--- src/rtl/addsub_seq_pkg.sv ---
// Shared constants and state encoding for the nibble-serial add/sub sequencer.
package addsub_seq_pkg;

  localparam int NIBBLE_W = 4;

  localparam logic OP_ADD = 1'b0;
  localparam logic OP_SUB = 1'b1;

  typedef enum logic [1:0] {
    IDLE = 2'd0,
    RUN  = 2'd1,
    DONE = 2'd2
  } state_t;

endpackage

--- src/rtl/nibble_addsub.sv ---
// Combinational 4-bit adder/subtractor: sum = a + (b ^ {4{op}}) + cin.
// Subtraction needs cin=1 on the first nibble; the caller owns that.
module nibble_addsub
  import addsub_seq_pkg::*;
(
  input  logic [NIBBLE_W-1:0] a,
  input  logic [NIBBLE_W-1:0] b,
  input  logic                op,
  input  logic                cin,
  output logic [NIBBLE_W-1:0] sum,
  output logic                cout
);

  logic [NIBBLE_W:0] full;

  assign full = {1'b0, a}
              + {1'b0, b ^ {NIBBLE_W{op}}}
              + {{NIBBLE_W{1'b0}}, cin};

  assign sum  = full[NIBBLE_W-1:0];
  assign cout = full[NIBBLE_W];

endmodule

--- src/rtl/addsub_seq_ctrl.sv ---
// Multi-word add/sub sequencer: one shared nibble datapath, LSB nibble first.
// start..done spans NIBBLES+1 edges; starts outside IDLE are dropped.
module addsub_seq_ctrl
  import addsub_seq_pkg::*;
#(
  parameter int NIBBLES = 4
) (
  input  logic                         clk_in,
  input  logic                         rst_in,
  input  logic                         start_in,
  input  logic                         op_in,
  input  logic [NIBBLE_W*NIBBLES-1:0]  a_in,
  input  logic [NIBBLE_W*NIBBLES-1:0]  b_in,
  output logic                         ready_out,
  output logic                         done_out,
  output logic [NIBBLE_W*NIBBLES-1:0]  result_out,
  output logic                         carry_out,
  output logic                         overflow_out
);

  localparam int W     = NIBBLE_W * NIBBLES;
  localparam int IDX_W = (NIBBLES > 1) ? $clog2(NIBBLES) : 1;
  localparam logic [IDX_W-1:0] LAST_IDX = IDX_W'(NIBBLES - 1);

  state_t state_q, state_d;

  logic [NIBBLES-1:0][NIBBLE_W-1:0] a_q, b_q, work_q, work_d;
  logic                             op_q;
  logic                             cy_q;
  logic [IDX_W-1:0]                 idx_q;
  logic [W-1:0]                     result_q;
  logic                             carry_q;
  logic                             ovf_q;

  logic [NIBBLE_W-1:0] nib_sum;
  logic                nib_cout;
  logic                last_nib;
  logic                a_msb, bx_msb, r_msb;

  nibble_addsub u_nibble (
    .a    (a_q[idx_q]),
    .b    (b_q[idx_q]),
    .op   (op_q),
    .cin  (cy_q),
    .sum  (nib_sum),
    .cout (nib_cout)
  );

  assign last_nib = (idx_q == LAST_IDX);

  // Working result with the current nibble merged in, so the final edge can
  // publish the complete word directly.
  always_comb begin
    work_d        = work_q;
    work_d[idx_q] = nib_sum;
  end

  assign a_msb  = a_q[NIBBLES-1][NIBBLE_W-1];
  assign bx_msb = b_q[NIBBLES-1][NIBBLE_W-1] ^ op_q;
  assign r_msb  = work_d[NIBBLES-1][NIBBLE_W-1];

  always_ff @(posedge clk_in) begin
    if (rst_in) state_q <= IDLE;
    else        state_q <= state_d;
  end

  always_comb begin
    state_d   = state_q;
    ready_out = 1'b0;
    done_out  = 1'b0;
    case (state_q)
      IDLE: begin
        ready_out = 1'b1;
        if (start_in) state_d = RUN;
      end
      RUN: begin
        if (last_nib) state_d = DONE;
      end
      DONE: begin
        done_out = 1'b1;
        state_d  = IDLE;
      end
      default: state_d = IDLE;
    endcase
  end

  always_ff @(posedge clk_in) begin
    if (rst_in) begin
      a_q      <= '0;
      b_q      <= '0;
      op_q     <= OP_ADD;
      cy_q     <= 1'b0;
      idx_q    <= '0;
      work_q   <= '0;
      result_q <= '0;
      carry_q  <= 1'b0;
      ovf_q    <= 1'b0;
    end else begin
      case (state_q)
        IDLE: begin
          if (start_in) begin
            a_q    <= a_in;
            b_q    <= b_in;
            op_q   <= op_in;
            cy_q   <= op_in;   // subtract = A + ~B + 1
            idx_q  <= '0;
            work_q <= '0;
          end
        end
        RUN: begin
          work_q <= work_d;
          cy_q   <= nib_cout;
          idx_q  <= idx_q + IDX_W'(1);
          if (last_nib) begin
            result_q <= work_d;
            carry_q  <= nib_cout;
            ovf_q    <= (a_msb == bx_msb) && (r_msb != a_msb);
          end
        end
        default: ;
      endcase
    end
  end

  assign result_out   = result_q;
  assign carry_out    = carry_q;
  assign overflow_out = ovf_q;

endmodule

--- config.mk ---
export PLATFORM = sky130hd
export DESIGN_NAME = addsub_seq_ctrl
export DESIGN_NICKNAME = d
export VERILOG_FILES = /design/src/rtl/addsub_seq_pkg.sv /design/src/rtl/nibble_addsub.sv /design/src/rtl/addsub_seq_ctrl.sv
export SDC_FILE = /design/constraint.sdc
export NUM_CORES = 1
export LEC_CHECK = 0
export BUFFER_PORTS_ARGS = -buffer_cell sky130_fd_sc_hd__buf_2
export CORE_MARGIN = 4
export CORE_UTILIZATION = 45
export DETAILED_ROUTE_END_ITERATION = 16
export HOLD_SLACK_MARGIN = 0.03
export PLACE_DENSITY = 0.67
export SYNTH_ARGS = -nofsm -noshare
export SYNTH_HDL_FRONTEND = slang
export SYNTH_SLANG_ARGS = --single-unit
--- constraint.sdc ---
create_clock -name clk_in -period 3.9 [get_ports clk_in]
set_input_delay 0.39 -clock clk_in [delete_from_list [all_inputs] [get_ports clk_in]]
set_output_delay 0.39 -clock clk_in [all_outputs]
set_load 0.05 [all_outputs]
=== Yosys cells after proc, flatten, opt, wreduce, memory -nomap -nowiden ===
Cells that the tools add are included.

* Logic and storage cells: 59
* Flip-flop bits (word level): 72

* Order comparisons: 2
* $add $sub $neg: 3
* Muxes and demuxes: 18
* Reduce and logical (&&, ||, !) cells: 8
* Equal/unequal tests: 7
* Bitwise gates (word level): 2

{| class="wikitable"
|+ Operator list
! operator !! number
|-
| one-hot mux 16 bit (2 select lines) || 1
|-
| binary-select mux 4 bit (select 2 bit) || 2
|-
| bitwise mux 16 bit || 1
|-
| 2-to-1 mux 16 bit || 1
|-
| 2-to-1 mux 4 bit || 3
|-
| demux 4 bit (select 2 bit) || 1
|-
| one-hot mux 2 bit (2 select lines) || 2
|-
| AND reduction 2 bit || 4
|-
| 2-to-1 mux 2 bit || 3
|-
| adder 4 x 4 -> 5 bit || 1
|-
| adder 5 x 1 -> 5 bit || 1
|-
| equality test 2 bit (second input constant) || 2
|-
| != test 2 bit (second input constant) || 2
|-
| XOR 4 bit || 1
|-
| < comparator 2 x 3 -> 1 bit (second input constant) || 1
|-
| 2-to-1 mux 1 bit || 3
|-
| adder 2 x 1 -> 2 bit (second input constant) || 1
|-
| equality test 2 x 1 -> 1 bit (second input constant) || 1
|-
| >= comparator 2 x 1 -> 1 bit (second input constant) || 1
|-
| logical AND 1 bit || 2
|-
| logical NOT 2 bit || 1
|-
| one-hot mux 1 bit (2 select lines) || 1
|-
| nonzero test 2 bit || 1
|-
| equality test 1 bit || 1
|-
| 2 further kinds || 2
|}

=== Longest topological paths before layout ===
Gate-level depths: netlist of run 1.

* Word-level depth: 8
* Mapped depth: 10
* Mapped depth without buffers: 9

=== Hierarchy ===
A second synthesis of run 1 with hierarchy kept.

* Cells, all modules: 326
* Area total of the unflattened synthesis: 3,061.7 um^2

{| class="wikitable"
|+ By module, submodules not included
! module !! instances !! seq. area each (um^2) !! area an instance (um^2) !! cells each
|-
| addsub_seq_ctrl || 1 || 1,361.3 || 2,885.3 || 306
|-
| nibble_addsub || 1 || 0.0 || 176.4 || 20
|}

=== Worst setup path after synthesis of run 1 ===
OpenSTA, ideal clock, no wires.

* Path type: flip-flop to flip-flop
* From: register idx_q[0]
* To: register ovf_q (netlist: overflow_out)
* Setup time: 0.130 ns
* Data required time: 3.770 ns
* Setup slack: 1.077 ns
* Arrival time: 2.693 ns
* Stages on the path, launching flop included: 10
* Cell sequence: dfxtp_1 -> buf_2 -> mux4_2 -> xor2_1 -> ha_1 -> and3b_1 -> or3_1 -> buf_6 -> a221oi_1 -> nor4_1

* Word-level cells in the longest chain between the ends: 8

{| class="wikitable"
|+ RTL lines
! item !! RTL line !! RTL
|-
| start: declaration || addsub_seq_ctrl.sv:30 || <nowiki>logic [IDX_W-1:0] idx_q;</nowiki>
|-
| start signal: assignment || addsub_seq_ctrl.sv:113 || <nowiki>idx_q <= idx_q + IDX_W'(1);</nowiki>
|-
| binary-select mux 4 bit (select 2 bit) || addsub_seq_ctrl.sv:42 || <nowiki>.b (b_q[idx_q]),</nowiki>
|-
| 2-to-1 mux 4 bit (not written as such) || addsub_seq_ctrl.sv:42 ||
|-
| XOR 4 bit || nibble_addsub.sv:17 || <nowiki>+ {1'b0, b ^ {NIBBLE_W{op}}}</nowiki>
|-
| adder 4 x 4 -> 5 bit || nibble_addsub.sv:17 ||
|-
| adder 5 x 1 -> 5 bit || nibble_addsub.sv:18 || <nowiki>+ {{NIBBLE_W{1'b0}}, cin};</nowiki>
|-
| bitwise mux 16 bit || addsub_seq_ctrl.sv:55 || <nowiki>work_d[idx_q] = nib_sum;</nowiki>
|-
| != test 1 bit || addsub_seq_ctrl.sv:117 || <nowiki>ovf_q <= (a_msb == bx_msb) && (r_msb != a_msb);</nowiki>
|-
| logical AND 1 bit || addsub_seq_ctrl.sv:117 ||
|-
| end signal: assignment || addsub_seq_ctrl.sv:117 ||
|-
| end: declaration || addsub_seq_ctrl.sv:33 || <nowiki>logic ovf_q;</nowiki>
|}

Parallel ways exist; a longest one is shown, timed or not. The select of a mux whose other input is x is not followed.
A chain may end at the register's enable or synchronous reset.

=== Worst setup path after layout of run 1 ===
Same ends and word-level chain as after synthesis.

==> flow_summary.toml, run 1 <==
[worst_setup_path]
required_ns = 4.07
reg2reg_depth = 7
path_class = "flop to flop"
end_kind = "flop"
reg2reg_slack_ns = 0.93
arrival_ns = 3.14
worstPathMaxFanout = 9
cp-start-kind = "flop"
crit_start = "idx_q[0]$_SDFFE_PP0P_"
r2r-start = "idx_q[0]$_SDFFE_PP0P_"
r2r-end = "overflow_out$_SDFFE_PP0P_"

[die]
ios = 56
fp.dieW_um = 89.08
chipHeight_um = 89.08
rows = 29
start_util = 0.4658
fp.coreArea_um2 = 6350
die-area_um2 = 7934

[global_routing]
grt_pass1_vias = 2239
grt_usage = 0.1765
grt_pass1_wl_um = 10680
grt_max_degree = 69
overflow = 0
antenna_found_initial = 0

[sta]
drv_slew = 0
fin_skew_ns = 0.006919
finalSetupViolCount = 0
max_freq_mhz = 337.2
finalHoldViolCount = 0
tightest_slew_ns = 1.230
fin_setup_tns_ns = 0
min_period_over_period = 0.7604
grt_setup_unrepaired = "no"
fin_crit_ns = 2.966
slew_headroom = 0.1800

[power]
clockPowerShare = 0.385
pwr-share-comb = 0.130
switchingPower_mw = 0.4031
seqPwrFrac = 0.485
power_density_nw_per_um2 = 443.2
p_int_mw = 1.124
p_leak_nw = 1.431
swShare = 0.2639
ir_worst_vdd_uv = 284.3

[clock_tree]
ctsHoldBuffers = 0
cts_resized = 0
clkSlewWorstSetupHoldPaths_ns = 0.07
clock_latency_ns = 0.34
ctsLongestPathBuffers = 2
htreeDepth = 3
cts_tree = "built"
cts-root-buf = "clkbuf_8"
numClockSinks = 68
cts-buffers-inserted = 9
post_cts_buffers = 0

[synth]
synth_cell_type_count = 36
yosysSeqAreaShare = 0.4602
synthCells = 349
synth-async-reset-ratio = 0
syn_avg_cell_area_um2 = 8.475
synthFlopType = "dfxtp_1"
synth_area_um2 = 2958
synth_fp_nets = 394
yosysWarnings = 0
ys_seq_elements = 68
synth_edf_count = 0

[cells_and_area]
most-common-layout-cells = "nand2_1, dfxtp_1, buf_2"
nets = 436
drive_gt1_frac = 0.2121
antennaDiodeCount = 0
layout_commonest_cell = "nand2_1"
area_growth_pct = 16.50
utilization = 0.5427

[run_status]
status = "complete, no violations"

[detailed_routing]
vias = 2461
first_pass_iters = 4
drc = 0
wl_per_cell_um = 13.95
vias_per_cell = 5.203
ant_nets = 0
drt_iter0_markers = 118
drt-total-wl_um = 6597

[placement]
place.gp.congestion = 0.7811
dp_hpwl_um = 4419
numPortBuffers = 55

[hold_path]
hold_depth = 3
hold_start = "b_in[12]"
holdPathEnd = "b_q[12]$_SDFFE_PP0P_"
hold_class = "input pin to flop"

[flow_run]
drv_cap = 0
==> sequential cells by signal (all words and copies together), names as in the netlist <==
name	flops
result_out	16
carry_out	1
work_q	12
cy_q	1
op_q	1
state_q	2
a_msb	1
overflow_out	1
idx_q	2
b_q	16
a_q	15
==> kinds of logic (layout without fill, tap and decap cells) <==
group | Yosys count | in the layout | share of synthesized area
AO/OA/AOI/OAI | 85 | 85 | 0.1696
XOR/XNOR | 6 | 6 | 0.01777
adder cells (fa/ha/maj) | 9 | 9 | 0.04315
buffers and inverters | 35 | 82 | 0.04865
flip-flops | 68 | 68 | 0.4602
multiplexers | 11 | 11 | 0.07107
AND/OR/NAND/NOR | 135 | 135 | 0.1895
==> worst max-delay path, stage by stage (launching register included) <==
cell and delay (ns):
dfxtp_1 0.54, mux4_2 0.57, xor2_1 0.30, ha_1 0.30, and3b_1 0.17, or3_1 0.49, a221oi_1 0.34, nor4_1 0.09
==> final cells by class <==
cell class                      instances  area [um2]
Tap cell                               77       96.34
Multi-Input combinational cell        246        1459
Clock buffer                           11       151.4
Inverter                                8       30.03
Clock inverter                          5       50.05
Fill cell                             622        2904
Sequential cell                        68        1361
Timing Repair Buffer                   58       297.8
==> worst max path at each step <==
| stage | cells past startpoint | endpoint | slack [ns] |
|---|---|---|---|
| after global routing | 7 | overflow_out$_SDFFE_PP0P_ | 0.67 |
| after CTS | 7 | overflow_out$_SDFFE_PP0P_ | 0.90 |
| after floorplan | 9 | overflow_out$_SDFFE_PP0P_ | 1.08 |
| after global placement | 7 | overflow_out$_SDFFE_PP0P_ | 1.01 |
| after detailed placement | 7 | overflow_out$_SDFFE_PP0P_ | 0.91 |
| final | 7 | overflow_out$_SDFFE_PP0P_ | 0.93 |
==> through the flow <==
stage | area, um2 | hold slack [ns] | setup slack, ns | cells | total power [mW]
global placement | 3244 | 0.4375 | 1.007 | 457 | 0.9492
detailed placement | 3244 | 0.4436 | 0.9129 | 457 | 0.9547
global route | 3446 | 0.2658 | 0.6727 | 473 | 1.598
floorplan | 2958 | 0.4319 | 1.077 | 349 | 0.9012
CTS | 3446 | 0.2662 | 0.8990 | 473 | 1.542
finish | 3446 | 0.2805 | 0.9345 | 473 | 1.527
==> routing by layer <==
| layer | track usage | routed length [um] | share of wire |
|---|---|---|---|
| met5 | 0 | 0 | 0 |
| met4 | 0.08931 | 154 | 0.023 |
| met3 | 0.03871 | 369 | 0.056 |
| met2 | 0.2787 | 2963 | 0.45 |
| met1 | 0.2279 | 3110 | 0.47 |
==> power by group through the flow <==
stage | logic, mW | clock network (mW) | registers, mW
global placement | 0.193 | 0 | 0.757
global route | 0.224 | 0.630 | 0.745
finish | 0.198 | 0.588 | 0.741
detailed placement | 0.197 | 0 | 0.757
floorplan | 0.153 | 0 | 0.748
CTS | 0.199 | 0.602 | 0.741
==> synthesized netlist by cell type, types with 3 or more instances <==
cell type  instances  area share
clkbuf_1          21       0.027
nand2_1           91        0.12
o21ai_0            3      0.0051
nand4_1            3      0.0063
a21oi_1           50       0.085
a32oi_1            3      0.0089
buf_2              4      0.0068
mux2i_1            3       0.010
a22oi_1            6       0.015
nor3_1             3      0.0051
inv_1              8       0.010
mux4_2             8       0.061
dfxtp_1           68        0.46
nand2b_1           3      0.0063
o211ai_1           6       0.015
a211oi_1           3      0.0076
a21o_1             3      0.0076
ha_1               7       0.030
o21ai_1            4      0.0068
xor2_1             4       0.012
a31oi_1            4      0.0085
nor2_1            25       0.032
No activity file was read; power rests on OpenSTA's default activity.
==> inputs of run 2 (changes only) <==
Settings changed: PLACE_DENSITY 0.67 to 0.7.
Clock period 3.9 ns to 2.6 ns, I/O delays scaled along.
==> run 2 against run 1 <==
  * Worst hold slack worse by 0.12 ns
  * Clock skew increased by 0.0012 ns
  * Power up 47%
  * Core utilization is 2.4 points higher
  * Clock-buffer cell count increased by 4
  * Sequential cell count is the same
  * Sequential power is 50% higher
  * Final cell count up 3.2%
  * Combinational power up 73%
  * Via count is 3.2% higher
  * Die area unchanged
  * Register-to-register slack worse by 0.83 ns
  * Critical path type unchanged
  * Largest power group unchanged
==> flow_summary.toml, run 2 (synthesis results as in run 1) <==
[detailed_routing]
drt_iter0_markers = 126
drt-total-wl_um = 6511
vias_per_cell = 5.205
vias = 2540
ant_nets = 0
wl_per_cell_um = 13.34
drc = 0
first_pass_iters = 5

[power]
power_density_nw_per_um2 = 624.5
p_leak_nw = 1.495
clockPowerShare = 0.351
switchingPower_mw = 0.5862
seqPwrFrac = 0.496
pwr-share-comb = 0.153
ir_worst_vdd_uv = 428.8
swShare = 0.2610
p_int_mw = 1.659

[worst_setup_path]
reg2reg_depth = 7
path_class = "flop to flop"
r2r-start = "idx_q[0]$_SDFFE_PP0P_"
r2r-end = "overflow_out$_SDFFE_PP0P_"
crit_start = "idx_q[0]$_SDFFE_PP0P_"
worstPathMaxFanout = 8
reg2reg_slack_ns = 0.10
arrival_ns = 2.70
end_kind = "flop"
cp-start-kind = "flop"
required_ns = 2.81

[clock_tree]
htreeDepth = 3
clkSlewWorstSetupHoldPaths_ns = 0.07
clock_latency_ns = 0.33
ctsHoldBuffers = 0
cts-root-buf = "clkbuf_8"
cts-buffers-inserted = 9
cts_tree = "built"
numClockSinks = 68
ctsLongestPathBuffers = 2

[die]
chipHeight_um = 89.08
fp.dieW_um = 89.08
fp.coreArea_um2 = 6350
ios = 56
start_util = 0.4658
rows = 29
die-area_um2 = 7934

[cells_and_area]
antennaDiodeCount = 0
area_growth_pct = 21.57
multi_input_area_um2 = 1513
most-common-layout-cells = "nand2_1, dfxtp_1, buf_2"
drive_gt1_frac = 0.2579
seq_area_um2 = 1365
utilization = 0.5663
final.fill_count = 604
nets = 451
layout_commonest_cell = "nand2_1"

[sta]
grt_setup_unrepaired = "yes"
finalHoldViolCount = 0
tightest_slew_ns = 0.6236
finalSetupViolCount = 0
slew_headroom = 0.5830
fin_skew_ns = 0.008076
max_freq_mhz = 400.7
drv_slew = 0
fin_crit_ns = 2.496
setup_slack_ns = 0.1042
min_period_over_period = 0.9599

[hold_path]
hold_start = "b_in[14]"
holdPathEnd = "b_q[14]$_SDFFE_PP0P_"
hold_class = "input pin to flop"
hold_depth = 3

[placement]
pre_cts_slack_ns = -0.003244
place.gp.congestion = 0.7562
numPortBuffers = 55
dp_hpwl_um = 4633

[global_routing]
grt_usage = 0.1761
grt_pass1_wl_um = 10970
grt_max_degree = 36
grt_pass1_vias = 2481
antenna_found_initial = 0
overflow = 0

[run_status]
status = "complete, no violations"

[flow_run]
drv_cap = 0
## run 2: through the flow
step	power [mW]	area, um2	instances	setup TNS (ns)	hold WS (ns)
2_1_floorplan	1.357	2979	349	0	0.3960
3_3_place_gp	1.456	3364	471	0	0.4362
3_5_place_dp	1.465	3364	471	-0.003244	0.4437
4_1_cts	2.260	3555	487	0	0.1480
5_1_grt	2.364	3596	488	-0.03901	0.1592
6_report	2.246	3596	488	0	0.1624
## run 2: routing by layer
| metal | routed length, um | vias to the layer above | track usage | part of all wire |
|---|---|---|---|---|
| li1 | - | 1309 | - | - |
| met2 | 3142 | 64 | 0.3104 | 0.48 |
| met4 | 68 | 0 | 0.04465 | 0.010 |
| met3 | 337 | 6 | 0.04700 | 0.052 |
| met1 | 2963 | 1161 | 0.2135 | 0.46 |
| met5 | 0 | - | 0 | 0 |
## run 2: final cells by class
cell class | instances | area share
well taps | 77 | 0.02679
clock buffers | 15 | 0.04906
flip-flops and latches | 68 | 0.3796
clock inverters | 1 | 0.001392
inverters | 8 | 0.008351
multi-input cells | 246 | 0.4207
repair buffers | 73 | 0.1141
## run 2: worst max-delay path by stage
stage,end,slack [ns],cells past startpoint
detailed placement,overflow_out$_SDFFE_PP0P_,-0.003,7
global route,overflow_out$_SDFFE_PP0P_,-0.04,7
global placement,overflow_out$_SDFFE_PP0P_,0.02,7
finish,overflow_out$_SDFFE_PP0P_,0.10,7
CTS,overflow_out$_SDFFE_PP0P_,0.02,7
floorplan,overflow_out$_SDFFE_PP0P_,0.009,9
## run 2: what timing repair did
item | in CTS | in global routing
endpoints found under the hold margin | 0 | 0
gates resized for setup | 2 | 6
setup endpoints to repair | 1 | 14
setup buffers | 0 | 1
## run 2: worst max-delay path, stage by stage (launching register included)
cell and delay (ns):
dfxtp_4 0.39, mux4_2 0.53, xor2_2 0.17, ha_1 0.30
and3b_1 0.21, or3_4 0.38, a221oi_2 0.32, nor4_2 0.08
## run 2: power groups by stage
stage	registers, mW	clock network [mW]	logic [mW]
3_5_place_dp	1.14	0	0.327
5_1_grt	1.12	0.859	0.387
4_1_cts	1.11	0.813	0.334
2_1_floorplan	1.12	0	0.234
3_3_place_gp	1.14	0	0.320
6_report	1.11	0.789	0.343
